<file path="src/rtl/wash_phase_timer.sv">
// Phase timer for the washing-machine controller: times each timed phase against
// shadowed durations, raising sticky done flags and exporting remaining/elapsed time.
module wash_phase_timer #(
   parameter int CNT_W      = 8,
   parameter int PRESCALE   = 1,
   parameter int DELAY_TIME = 1
) (
   input  logic             clk,
   input  logic             rst_n,
   input  logic [8:0]       state,
   input  logic             pause,
   input  logic [CNT_W-1:0] fill_time,
   input  logic [CNT_W-1:0] wash_time,
   input  logic [CNT_W-1:0] rinse_time,
   input  logic [CNT_W-1:0] spin_time,
   input  logic [CNT_W-1:0] drain_time,
   output logic             sig_Delay,
   output logic             sig_Full,
   output logic             sig_Wash_Completed,
   output logic             sig_Rinse_Completed,
   output logic             sig_Spin_Completed,
   output logic             sig_Drain_Completed,
   output logic [CNT_W-1:0] remaining,
   output logic [CNT_W+3:0] elapsed,
   output logic             sig_Bad_State
);

   localparam int                ELW       = CNT_W + 4;
   localparam int                PS_W      = (PRESCALE > 1) ? $clog2(PRESCALE) : 1;
   localparam logic [PS_W-1:0]   PS_LAST   = PS_W'(PRESCALE - 1);
   localparam logic [CNT_W-1:0]  DELAY_DUR = CNT_W'(DELAY_TIME);
   localparam logic [8:0]        ST_IDLE   = 9'b0_0000_0001;

   function automatic logic is_onehot(input logic [8:0] s);
      return (s != '0) && ((s & (s - 9'd1)) == '0);
   endfunction

   // Timed-phase vector is one-hot, so an AND-OR mux selects the duration.
   function automatic logic [CNT_W-1:0] pick_dur(
      input logic [5:0]       ph,
      input logic [CNT_W-1:0] d0,
      input logic [CNT_W-1:0] d1,
      input logic [CNT_W-1:0] d2,
      input logic [CNT_W-1:0] d3,
      input logic [CNT_W-1:0] d4,
      input logic [CNT_W-1:0] d5
   );
      return ({CNT_W{ph[0]}} & d0) | ({CNT_W{ph[1]}} & d1) | ({CNT_W{ph[2]}} & d2)
           | ({CNT_W{ph[3]}} & d3) | ({CNT_W{ph[4]}} & d4) | ({CNT_W{ph[5]}} & d5);
   endfunction

   function automatic logic [ELW-1:0] sat_inc(input logic [ELW-1:0] e);
      return (e == '1) ? e : e + ELW'(1);
   endfunction

   logic [8:0]       state_q;
   logic [PS_W-1:0]  presc;
   logic [CNT_W-1:0] phase_cnt;
   logic [CNT_W-1:0] fill_sh, wash_sh, rinse_sh, spin_sh, drain_sh;
   logic [5:0]       flags;
   logic [ELW-1:0]   elapsed_q;
   logic             bad_q;

   logic             legal_in, legal_q, idle_in, changed, timed_in, timed_q;
   logic [5:0]       ph_in, ph_q;
   logic [CNT_W-1:0] dur_in, dur_q, cnt_inc;
   logic             flag_cur, count_en, tick, set_flag;

   always_comb begin
      legal_in = is_onehot(state);
      legal_q  = is_onehot(state_q);
      idle_in  = legal_in && state[0];
      ph_in    = legal_in ? state[6:1] : 6'b0;
      ph_q     = legal_q ? state_q[6:1] : 6'b0;
      timed_in = |ph_in;
      timed_q  = |ph_q;
      changed  = (state != state_q);
      dur_in   = pick_dur(ph_in, DELAY_DUR, fill_sh, wash_sh, rinse_sh, spin_sh, drain_sh);
      dur_q    = pick_dur(ph_q, DELAY_DUR, fill_sh, wash_sh, rinse_sh, spin_sh, drain_sh);
      cnt_inc  = phase_cnt + CNT_W'(1);
      flag_cur = |(flags & ph_in);
      count_en = timed_in && !changed && !pause && !flag_cur;
      tick     = count_en && (presc == PS_LAST);
      // A zero duration completes on its first cycle, even the change cycle.
      set_flag = timed_in && ((dur_in == '0) || (tick && (cnt_inc == dur_in)));
   end

   always_ff @(posedge clk or negedge rst_n) begin
      if (!rst_n) begin
         state_q   <= ST_IDLE;
         bad_q     <= 1'b0;
         presc     <= '0;
         phase_cnt <= '0;
         elapsed_q <= '0;
         flags     <= '0;
         fill_sh   <= '0;
         wash_sh   <= '0;
         rinse_sh  <= '0;
         spin_sh   <= '0;
         drain_sh  <= '0;
      end else begin
         state_q <= state;
         bad_q   <= !legal_in;
         if (idle_in) begin
            fill_sh   <= fill_time;
            wash_sh   <= wash_time;
            rinse_sh  <= rinse_time;
            spin_sh   <= spin_time;
            drain_sh  <= drain_time;
            presc     <= '0;
            phase_cnt <= '0;
            elapsed_q <= '0;
            flags     <= '0;
         end else if (timed_in) begin
            if (changed) begin
               presc     <= '0;
               phase_cnt <= '0;
            end else if (tick) begin
               presc     <= '0;
               phase_cnt <= cnt_inc;
               elapsed_q <= sat_inc(elapsed_q);
            end else if (count_en) begin
               presc <= presc + PS_W'(1);
            end
            if (set_flag) flags <= flags | ph_in;
         end
         // COMPLETE, ERROR and illegal encodings hold everything.
      end
   end

   always_comb begin
      remaining = '0;
      if (timed_q && (phase_cnt <= dur_q)) remaining = dur_q - phase_cnt;
   end

   assign sig_Delay           = flags[0];
   assign sig_Full            = flags[1];
   assign sig_Wash_Completed  = flags[2];
   assign sig_Rinse_Completed = flags[3];
   assign sig_Spin_Completed  = flags[4];
   assign sig_Drain_Completed = flags[5];
   assign elapsed             = elapsed_q;
   assign sig_Bad_State       = bad_q;

endmodule

</file>
<file path="config.mk">
export PLATFORM = sky130hd
export DESIGN_NAME = wash_phase_timer
export DESIGN_NICKNAME = d
export VERILOG_FILES = /design/src/rtl/wash_phase_timer.sv
export SDC_FILE = /design/constraint.sdc
export NUM_CORES = 1
export LEC_CHECK = 0
export BUFFER_PORTS_ARGS = -buffer_cell sky130_fd_sc_hd__clkbuf_2
export CORE_ASPECT_RATIO = 0.5
export CORE_UTILIZATION = 57
export CTS_CLUSTER_DIAMETER = 120
export DETAILED_ROUTE_END_ITERATION = 6
export GPL_ROUTABILITY_DRIVEN = 0
export GPL_TIMING_DRIVEN = 0
export HOLD_SLACK_MARGIN = 0.02
export PLACE_DENSITY_LB_ADDON = 0.3
export SETUP_SLACK_MARGIN = 0.1
export SYNTH_ARGS = -nofsm -noshare
export SYNTH_HDL_FRONTEND = slang
export SYNTH_SLANG_ARGS = --single-unit
</file>
<file path="constraint.sdc">
create_clock -name clk -period 5.4 [get_ports clk]
set_clock_uncertainty 0.2 [all_clocks]
set_input_delay 1.08 -clock clk [delete_from_list [all_inputs] [get_ports clk]]
set_output_delay 1.08 -clock clk [all_outputs]
set_load 0.05 [all_outputs]
</file>
* After elaboration in Yosys (flattened, before gate mapping)
Index checks and enable logic that the tools add are counted.
Storage, ports and cells: register bits after elaboration 77, input port bits 52, output and inout bits 27, word-level logic and storage cells 100
Cells by class: add/sub/neg operators 6, magnitude comparators 1, eq/ne operators 5, multiplexer cells 20, bitwise logic cells 25, reductions and logical operators 32
Operator list (number):
- 8-bit AND | 10
- 8-bit OR | 8
- 12-bit 2-to-1 mux | 5
- 8-bit 2-to-1 mux | 5
- 6-bit 2-to-1 mux | 5
- 9-bit AND | 2
- 9-bit logical NOT | 2
- 9-bit nonzero test | 2
- 6-bit OR reduction | 3
- 9-bit by 1-bit subtractor with 9-bit output, second input constant | 2
- 1-bit by 8-bit OR with 8-bit output | 2
- 12-bit by 1-bit adder with 12-bit output, second input constant | 1
- 12-bit equality test, second input constant | 1
- 1-bit logical AND | 10
- 9-bit != test | 1
- 8-bit by 1-bit adder with 8-bit output, second input constant | 1
- 8-bit equality test | 1
- 8-bit <= comparator | 1
- 8-bit logical NOT | 1
- 8-bit subtractor | 1
- 6-bit AND | 1
- 6-bit OR | 1
- 2-bit AND reduction | 3
- 2-bit nonzero test | 3
- other kinds (9) | 17

* Depth between registers and ports, before layout
Gate-level depths: netlist (run 1).
depth in word-level cells 18, depth in mapped cells 19, gate-level depth less buffers 17

* Least setup slack after synthesis (run 1)
OpenSTA, ideal clock, no wires.
path type register to output, start register state_q[2], end output remaining[3], arrival time 4.678 ns, data required time 4.120 ns, slack -0.558 ns, cell stages (with the launch flop) 19, path buffers 1, cell sequence dfrtp_1 > or4_1 > nor2_1 > o21ai_0 > a22oi_1 > and2_1 > clkbuf_1 > a22oi_1 > nand2_1 > a221oi_1 > fa_1 > nor2b_1 > o21ai_0 > a21boi_0 > o21ai_0 > a31oi_1 > o21a_1 > o211ai_1 > nor3_1
On the way: cells in the longest elaborated chain, start to end 14, elaborated cells on any way between the ends 21, classes of those cells 2 x add/sub; 1 x order compare; 2 x mux; 11 x bitwise; 5 x reduce/logical
RTL lines:
- start, declared | line 56 | logic [8:0] state_q;
- start signal, assigned | line 102 | state_q <= state;
- 9-bit by 1-bit subtractor with 9-bit output | line 35 | return (s != '0) && ((s & (s - 9'd1)) == '0);
- 9-bit AND | line 35
- 9-bit logical NOT | line 35
- 1-bit logical AND | line 35
- 6-bit 2-to-1 mux * | line 74 | ph_q = legal_q ? state_q[6:1] : 6'b0;
- 8-bit AND | line 48 | return ({CNT_W{ph[0]}} & d0) | ({CNT_W{ph[1]}} & d1) | ({CNT_W{ph[2]}} & d2)
- 1-bit by 8-bit OR with 8-bit output | line 48
- 8-bit OR | line 48
- 8-bit OR (3 in series) | line 49 | | ({CNT_W{ph[3]}} & d3) | ({CNT_W{ph[4]}} & d4) | ({CNT_W{ph[5]}} & d5);
- 8-bit <= comparator | line 133 | if (timed_q && (phase_cnt <= dur_q)) remaining = dur_q - phase_cnt;
- 1-bit logical AND | line 133
- 8-bit 2-to-1 mux * | line 133
- end, declared | line 23 | output logic [CNT_W-1:0] remaining,
Every way passes the cells marked *; elsewhere a longest branch is shown, timed or not.

* Worst setup path after layout (run 1)
start register state_q[2], end output remaining[2]
Same word-level chain as after synthesis.

==> results.yml, run 1 <==
synth:
  syn_nets: 604
  synthDistinctLibCells: 58
  synth_common_cells: "nand2_1, dfrtp_1, nor2_1"
  synth_warnings: 0
  synth_top_area_frac: 0.4187
  netlist_top_cells_area: "dfrtp_1, nand2_1, a22oi_1"
  synth.most_common_cell: "nand2_1"
  synth-async-reset-ratio: 1.000
  ys_seq_area_frac: 0.4245
  synth.largest_area_cell: "dfrtp_1"
  synth_edf_count: 0
  syn_area_per_cell_sq_um: 8.395
  synth.cell_area_sq_mm: 0.004542
  syn_inst: 541
  ys.flop_type: "dfrtp_1"
  ys_seq_elements: 77
timing:
  setup_viol: 8
  finalCritPeriodShare: 1.043
  worst-slew-pin-transition_ns: 0.8598
  rsz0062_at_grt: "yes"
  setup_slack_ns: -0.2332
  drv_slew: 0
  setup_tns_ns: -1.323
  post-route-min-period_ns: 5.633
  slew_headroom: 0.4224
  fmax_ghz: 0.1775
  hold_viol_final: 0
clock_network:
  root_buffer: "clkbuf_16"
  cts.path.max_buffers: 2
  clk_latency_ns: 0.35
  cts_tree: "yes"
  cts_buffers: 9
  clk_pin_slew_ns: 0.06
  htree_levels: 3
  cts.sinks: 77
detailed_routing:
  drc: 20
  wl_per_cell_microns: 19.13
  num_vias: 4737
  detail-route-antenna-nets: 0
  drt_iter0_drc: 779
  viasPerCell: 6.200
  wirelength_mm: 14.62
  drt_first_pass_iters: 7
setup_path:
  crit_path_start_kind: "flip-flop"
  required_ns: 4.12
  cp-end-kind: "output port"
  cp.arrival_ns: 4.35
  r2r_cells: 9
  crit_fanout: 7
  worstSetupPathType: "flip-flop to output port"
power_and_ir_drop:
  p_leak_nw: 2.772
  combPwrFrac: 0.219
  power_density_mw_per_mm2: 277.6
  p_sw_uw: 517.7
  p_int_mw: 1.111
  ir_drop_uv: 175.7
  power.share.switching: 0.3179
  clockPowerShare: 0.348
  p_seq_frac: 0.433
placement:
  port_buffers: 78
  hpwl_mm: 9.318
  dp_slack_ns: -0.5207
global_route:
  grt_pass1_vias: 4546
  grt_max_degree: 62
  grt_overflow: 0
  grt_use_total: 0.3597
  antenna_found_initial: 0
  grt_pass1_wl_mm: 22.33
die:
  die_x_microns: 128.2
  num_rows: 22
  ios: 79
  die_h_microns: 65.12
  die_area_sq_mm: 0.008351
  core-area_sq_mm: 0.007515
  start_util: 0.6044
layout:
  area_delta_synth_final_pct: 29.15
  antenna_cells: 0
  nNetsFinal: 715
  drive_gt1_frac: 0.2576
min_path:
  hold-path-cell-count: 2
  hold_path.class: "flip-flop to flip-flop"
run_status:
  status: "finished, violations left"
  violations: "DRC, setup timing"
run:
  cap_violations: 0
[final timing paths]
path	startpoint	slack, ns	to
setup / recovery	state_q[2]	-0.23	remaining[2]
hold / removal	phase_cnt[7]	0.30	phase_cnt[7]
setup reg to reg	state_q[1]	1.27	flags[0]
hold reg to reg	phase_cnt[7]	0.30	phase_cnt[7]
max in group asynchronous	rst_n	3.94	state_q[0]
min in group asynchronous	rst_n	0.43	elapsed[7]
[metrics by stage]
step,util,area [sq um],std cells,hold WS (ns),power (mW)
detailed placement,0.6975,5241,729,0.2890,0.9832
CTS,0.7707,5792,761,0.3015,1.578
floorplan,-,4678,541,0.2498,0.8833
finish,0.7806,5866,764,0.3019,1.628
global route,0.7806,5866,764,0.3241,1.683
global placement,0.6925,5204,727,0.2661,0.9702
[metal layers]
layer  part of all wire  wire length [microns]  up-vias  track usage
met4              0.035                    512        0       0.1662
li1                   -                      -     2133            -
met3               0.13                   1972       71       0.1295
met2               0.44                   6415      343       0.5601
met5                  0                      0        -            0
met1               0.39                   5717     2190       0.4523
[worst max-delay path, cell delays in order, from the launching register on]
cell and delay (ns):
dfrtp_2 0.41, or4_4 0.57, o21ai_2 0.17, a22oi_2 0.09
buf_6 0.14, and2_4 0.18, a222oi_1 0.34, nand2_1 0.18
ha_1 0.42, and4_1 0.26, nand3_1 0.11, a31oi_1 0.22
o21a_1 0.15, o211ai_1 0.14, buf_4 0.22, nor3_4 0.23
buf_8 0.17
[registers in the layout, summed over array words and instances, names as in the netlist, 6 cells and up]
signal     count
elapsed       12
state_q        9
drain_sh       8
fill_sh        8
phase_cnt      8
rinse_sh       8
spin_sh        8
wash_sh        8
flags          6
[timing repair]
action | in CTS | in global routing
setup endpoints to repair | 8 | 8
pin swaps | 21 | 25
buffers inserted | 18 | 6
hold buffers | 0 | 0
gates resized for setup | 40 | 21
[cells by family (layout without fill, tap and decap cells)]
| logic type | count (synthesis) | count (layout) | synth area share |
|---|---|---|---|
| AO/OA/AOI/OAI | 112 | 112 | 0.1771 |
| XOR/XNOR | 26 | 26 | 0.05014 |
| adder cells (fa/ha/maj) | 12 | 12 | 0.03416 |
| buffers and inverters | 47 | 162 | 0.04132 |
| flip-flops | 77 | 77 | 0.4245 |
| multiplexers | 2 | 2 | 0.004408 |
| AND/OR/NAND/NOR | 265 | 265 | 0.2683 |
[placed cells by master (no fill, tap or decap), types with 3 or more instances in the layout]
master	netlist	routed
clkbuf_1	23	18
buf_4	0	24
a21oi_1	13	12
o21a_1	3	3
nand2_1	153	152
and2_1	7	4
nand3_1	15	15
a31oi_1	6	6
or4_4	2	3
nor4_1	8	8
and3_1	8	8
o21ai_0	23	16
nand4_1	5	5
buf_8	0	7
clkbuf_16	0	9
ha_4	0	3
dfrtp_2	0	3
ha_1	10	6
nand3b_1	3	3
a211oi_1	3	3
nor2b_1	5	4
dfrtp_1	76	73
and2_4	0	3
clkbuf_2	0	70
nor3_4	0	6
o21ai_2	0	4
o31ai_1	3	3
xnor2_1	15	15
a222oi_1	13	13
o211ai_1	6	6
a22oi_1	23	21
nor2_1	28	25
xor2_1	11	11
buf_6	1	3
nor3_1	13	7
inv_1	20	20
[power by group through the flow]
stage | registers, mW | clock network (mW) | logic, mW
floorplan | 0.697 | 0 | 0.186
global placement | 0.706 | 0 | 0.264
detailed placement | 0.708 | 0 | 0.275
CTS | 0.700 | 0.569 | 0.309
global route | 0.710 | 0.593 | 0.379
finish | 0.705 | 0.567 | 0.356
[cell type report]
cell class                      count  area, sq um
Multi-Input combinational cell    417         2653
Buffer                             22        96.34
Timing Repair Buffer              104        694.4
Sequential cell                    77         1932
Fill cell                         530         1649
Clock buffer                       10        239.0
Inverter                           21        81.33
Tap cell                          108        135.1
Clock inverter                      5        35.03
No activity file was read; power rests on OpenSTA's default activity.
==> run 2: changes to the inputs <==
CORE_UTILIZATION = 58   (was 57)
CTS_BUF_LIST = sky130_fd_sc_hd__clkbuf_4   (was default)
==> run 2 against run 1 <==
Effect of this change: the run still ends with DRC, setup timing left; routed wire length decreased by 5.5%; fmax increased by 0.74%; final cell count decreased by 1.2%; flip-flop and latch count unchanged; register-to-register slack improved by 0.35 ns; largest cell class unchanged; die area decreased by 1.7%; global-route usage about the same; first-iteration DRC count increased by 13%; core utilization decreased by 1.9 points; sequential share of layout area increased by 1.1 points.
==> results.yml, run 2 (synthesis results as in run 1) <==
detailed_routing:
  detail-route-antenna-nets: 0
  drt_iter0_drc: 880
  wl_met2_mm: 6.253
  wirelength_mm: 13.81
  wl_per_cell_microns: 18.30
  viasPerCell: 6.176
  drt_first_pass_iters: 7
  drc: 8
  top_layer_used: "met4"
  wl_met3_mm: 1.741
  num_vias: 4663
  wl_met1_mm: 5.517
power_and_ir_drop:
  power.share.switching: 0.3241
  p_seq_frac: 0.499
  clockPowerShare: 0.274
  combPwrFrac: 0.227
  p_leak_nw: 2.668
  power_density_mw_per_mm2: 248.1
  p_sw_uw: 456.9
  ir_drop_uv: 161.9
  p_int_uw: 952.7
  power_mw: 1.410
setup_path:
  max_stage_delay_ns: 0.58
  worstSetupPathType: "flip-flop to output port"
  cp_cell_sequence: "or4_4 > o21ai_2 > a22oi_2 > buf_4 > and2_4 > buf_8 > buf_4 > a221o_1 > ha_1 > nor2b_1 > o21ai_1 > a21oi_2 > o21ai_2 > a21boi_2 > o21ai_1 > a21boi_1 > nor3_4 > buf_8"
  crit_slowest_cell: "or4_4"
  crit_family: "compound AO/OA/AOI/OAI gates"
  path_buf_inv: 4
  crit_path_start_kind: "flip-flop"
  cp.arrival_ns: 4.31
  required_ns: 4.12
  cp-end-kind: "output port"
  crit_fanout: 6
timing:
  worst-slew-pin-transition_ns: 0.7577
  finalCritPeriodShare: 1.036
  setup_viol: 8
  fmax_ghz: 0.1788
  post-route-min-period_ns: 5.592
  setup_slack_ns: -0.1918
  rsz0062_at_grt: "yes"
  slew_headroom: 0.4902
  setup_tns_ns: -1.363
  drv_slew: 0
  hold_viol_final: 0
layout:
  fillers: 560
  final_util: 0.7615
  multiInputGateArea_sq_mm: 0.002653
  seqCellArea_sq_mm: 0.001933
  final_cell_mix: "nand2_1, dfrtp_1, clkbuf_2"
  area_delta_synth_final_pct: 25.07
  largest_reg_flops: 12
  nNetsFinal: 707
  final_common_cell: "nand2_1"
  antenna_cells: 0
  drive_gt1_frac: 0.2488
die:
  die_area_sq_mm: 0.008210
  num_rows: 22
  core-area_sq_mm: 0.007460
  die_x_microns: 127.1
  die_h_microns: 64.58
  start_util: 0.6089
  ios: 79
placement:
  hpwl_mm: 9.743
  dp_slack_ns: -0.7178
  port_buffers: 78
clock_network:
  root_buffer: "clkbuf_4"
  clk_pin_slew_ns: 0.12
  cts_tree: "yes"
  cts.path.max_buffers: 2
  cts_buffers: 9
  cts.sinks: 77
  htree_levels: 3
  clk_latency_ns: 0.46
run_status:
  status: "finished, violations left"
  violations: "DRC, setup timing"
global_route:
  grt_max_degree: 58
  grt_use_total: 0.3601
  antenna_found_initial: 0
  grt_pass1_vias: 4505
  grt_pass1_wl_mm: 22.40
  grt_overflow: 0
run:
  cap_violations: 0
min_path:
  hold_path.class: "flip-flop to flip-flop"
## run 2: changes by cell type in the layout (fill, tap and decap cells not counted), sizes merged
cell      change
clkbuf        -2
clkinvlp      -1
bufinv        +2
clkinv        -1
buf           -7
## run 2: worst paths after layout
kind,slack [ns],from,endpoint,cells past startpoint
worst min-delay path,0.30,phase_cnt[7],phase_cnt[7],2
min in group asynchronous,0.32,rst_n,elapsed[6],1
worst max-delay path,-0.19,state_q[3],remaining[7],18
worst max register to register,1.62,state_q[1],flags[0],9
max in group asynchronous,4.05,rst_n,state_q[0],2
worst min register to register,0.30,phase_cnt[7],phase_cnt[7],2
## run 2: power groups by stage
stage | combinational, mW | sequential (mW) | clock [mW]
after floorplan | 0.186 | 0.697 | 0
after global placement | 0.263 | 0.707 | 0
after detailed placement | 0.277 | 0.709 | 0
after CTS | 0.309 | 0.699 | 0.386
after global routing | 0.351 | 0.710 | 0.412
final | 0.320 | 0.704 | 0.386
## run 2: metrics by stage
stage / instances / hold slack, ns / cell area [sq um]
after floorplan: 541 / 0.2498 / 4678
after global placement: 727 / 0.2657 / 5204
after detailed placement: 729 / 0.2743 / 5241
after CTS: 757 / 0.3004 / 5662
after global routing: 755 / 0.3250 / 5680
final: 755 / 0.2986 / 5680
## run 2: routing by layer
layer / track usage / vias up
li1: - / 2124
met1: 0.4805 / 2205
met2: 0.5776 / 288
met3: 0.1107 / 46
met4: 0.08929 / 0
met5: 0 / -
## run 2: timing repair
item | CTS | global route
hold buffers | 0 | 0
buffers inserted | 15 | 1
endpoints found under the setup margin | 8 | 8
pin swaps | 21 | 19
gates resized for setup | 47 | 19
## run 2: cell type report
cell class / instances / share of cell area
Buffer: 22 / 0.01806
Clock buffer: 9 / 0.01189
Clock inverter: 5 / 0.01344
Inverter: 21 / 0.01432
Multi-Input combinational cell: 417 / 0.4670
Sequential cell: 77 / 0.3403
Tap cell: 108 / 0.02379
Timing Repair Buffer: 96 / 0.1112
## run 2: worst reg2reg max path, cell delays in order, from the launching register on
cell,delay (ns)
dfrtp_2,0.44
buf_4,0.16
xor2_1,0.14
nor4_1,0.29
nand4_1,0.24
nor3_1,0.62
nand2_1,0.41
a2111oi_0,0.56
a31oi_1,0.31
o31ai_1,0.32
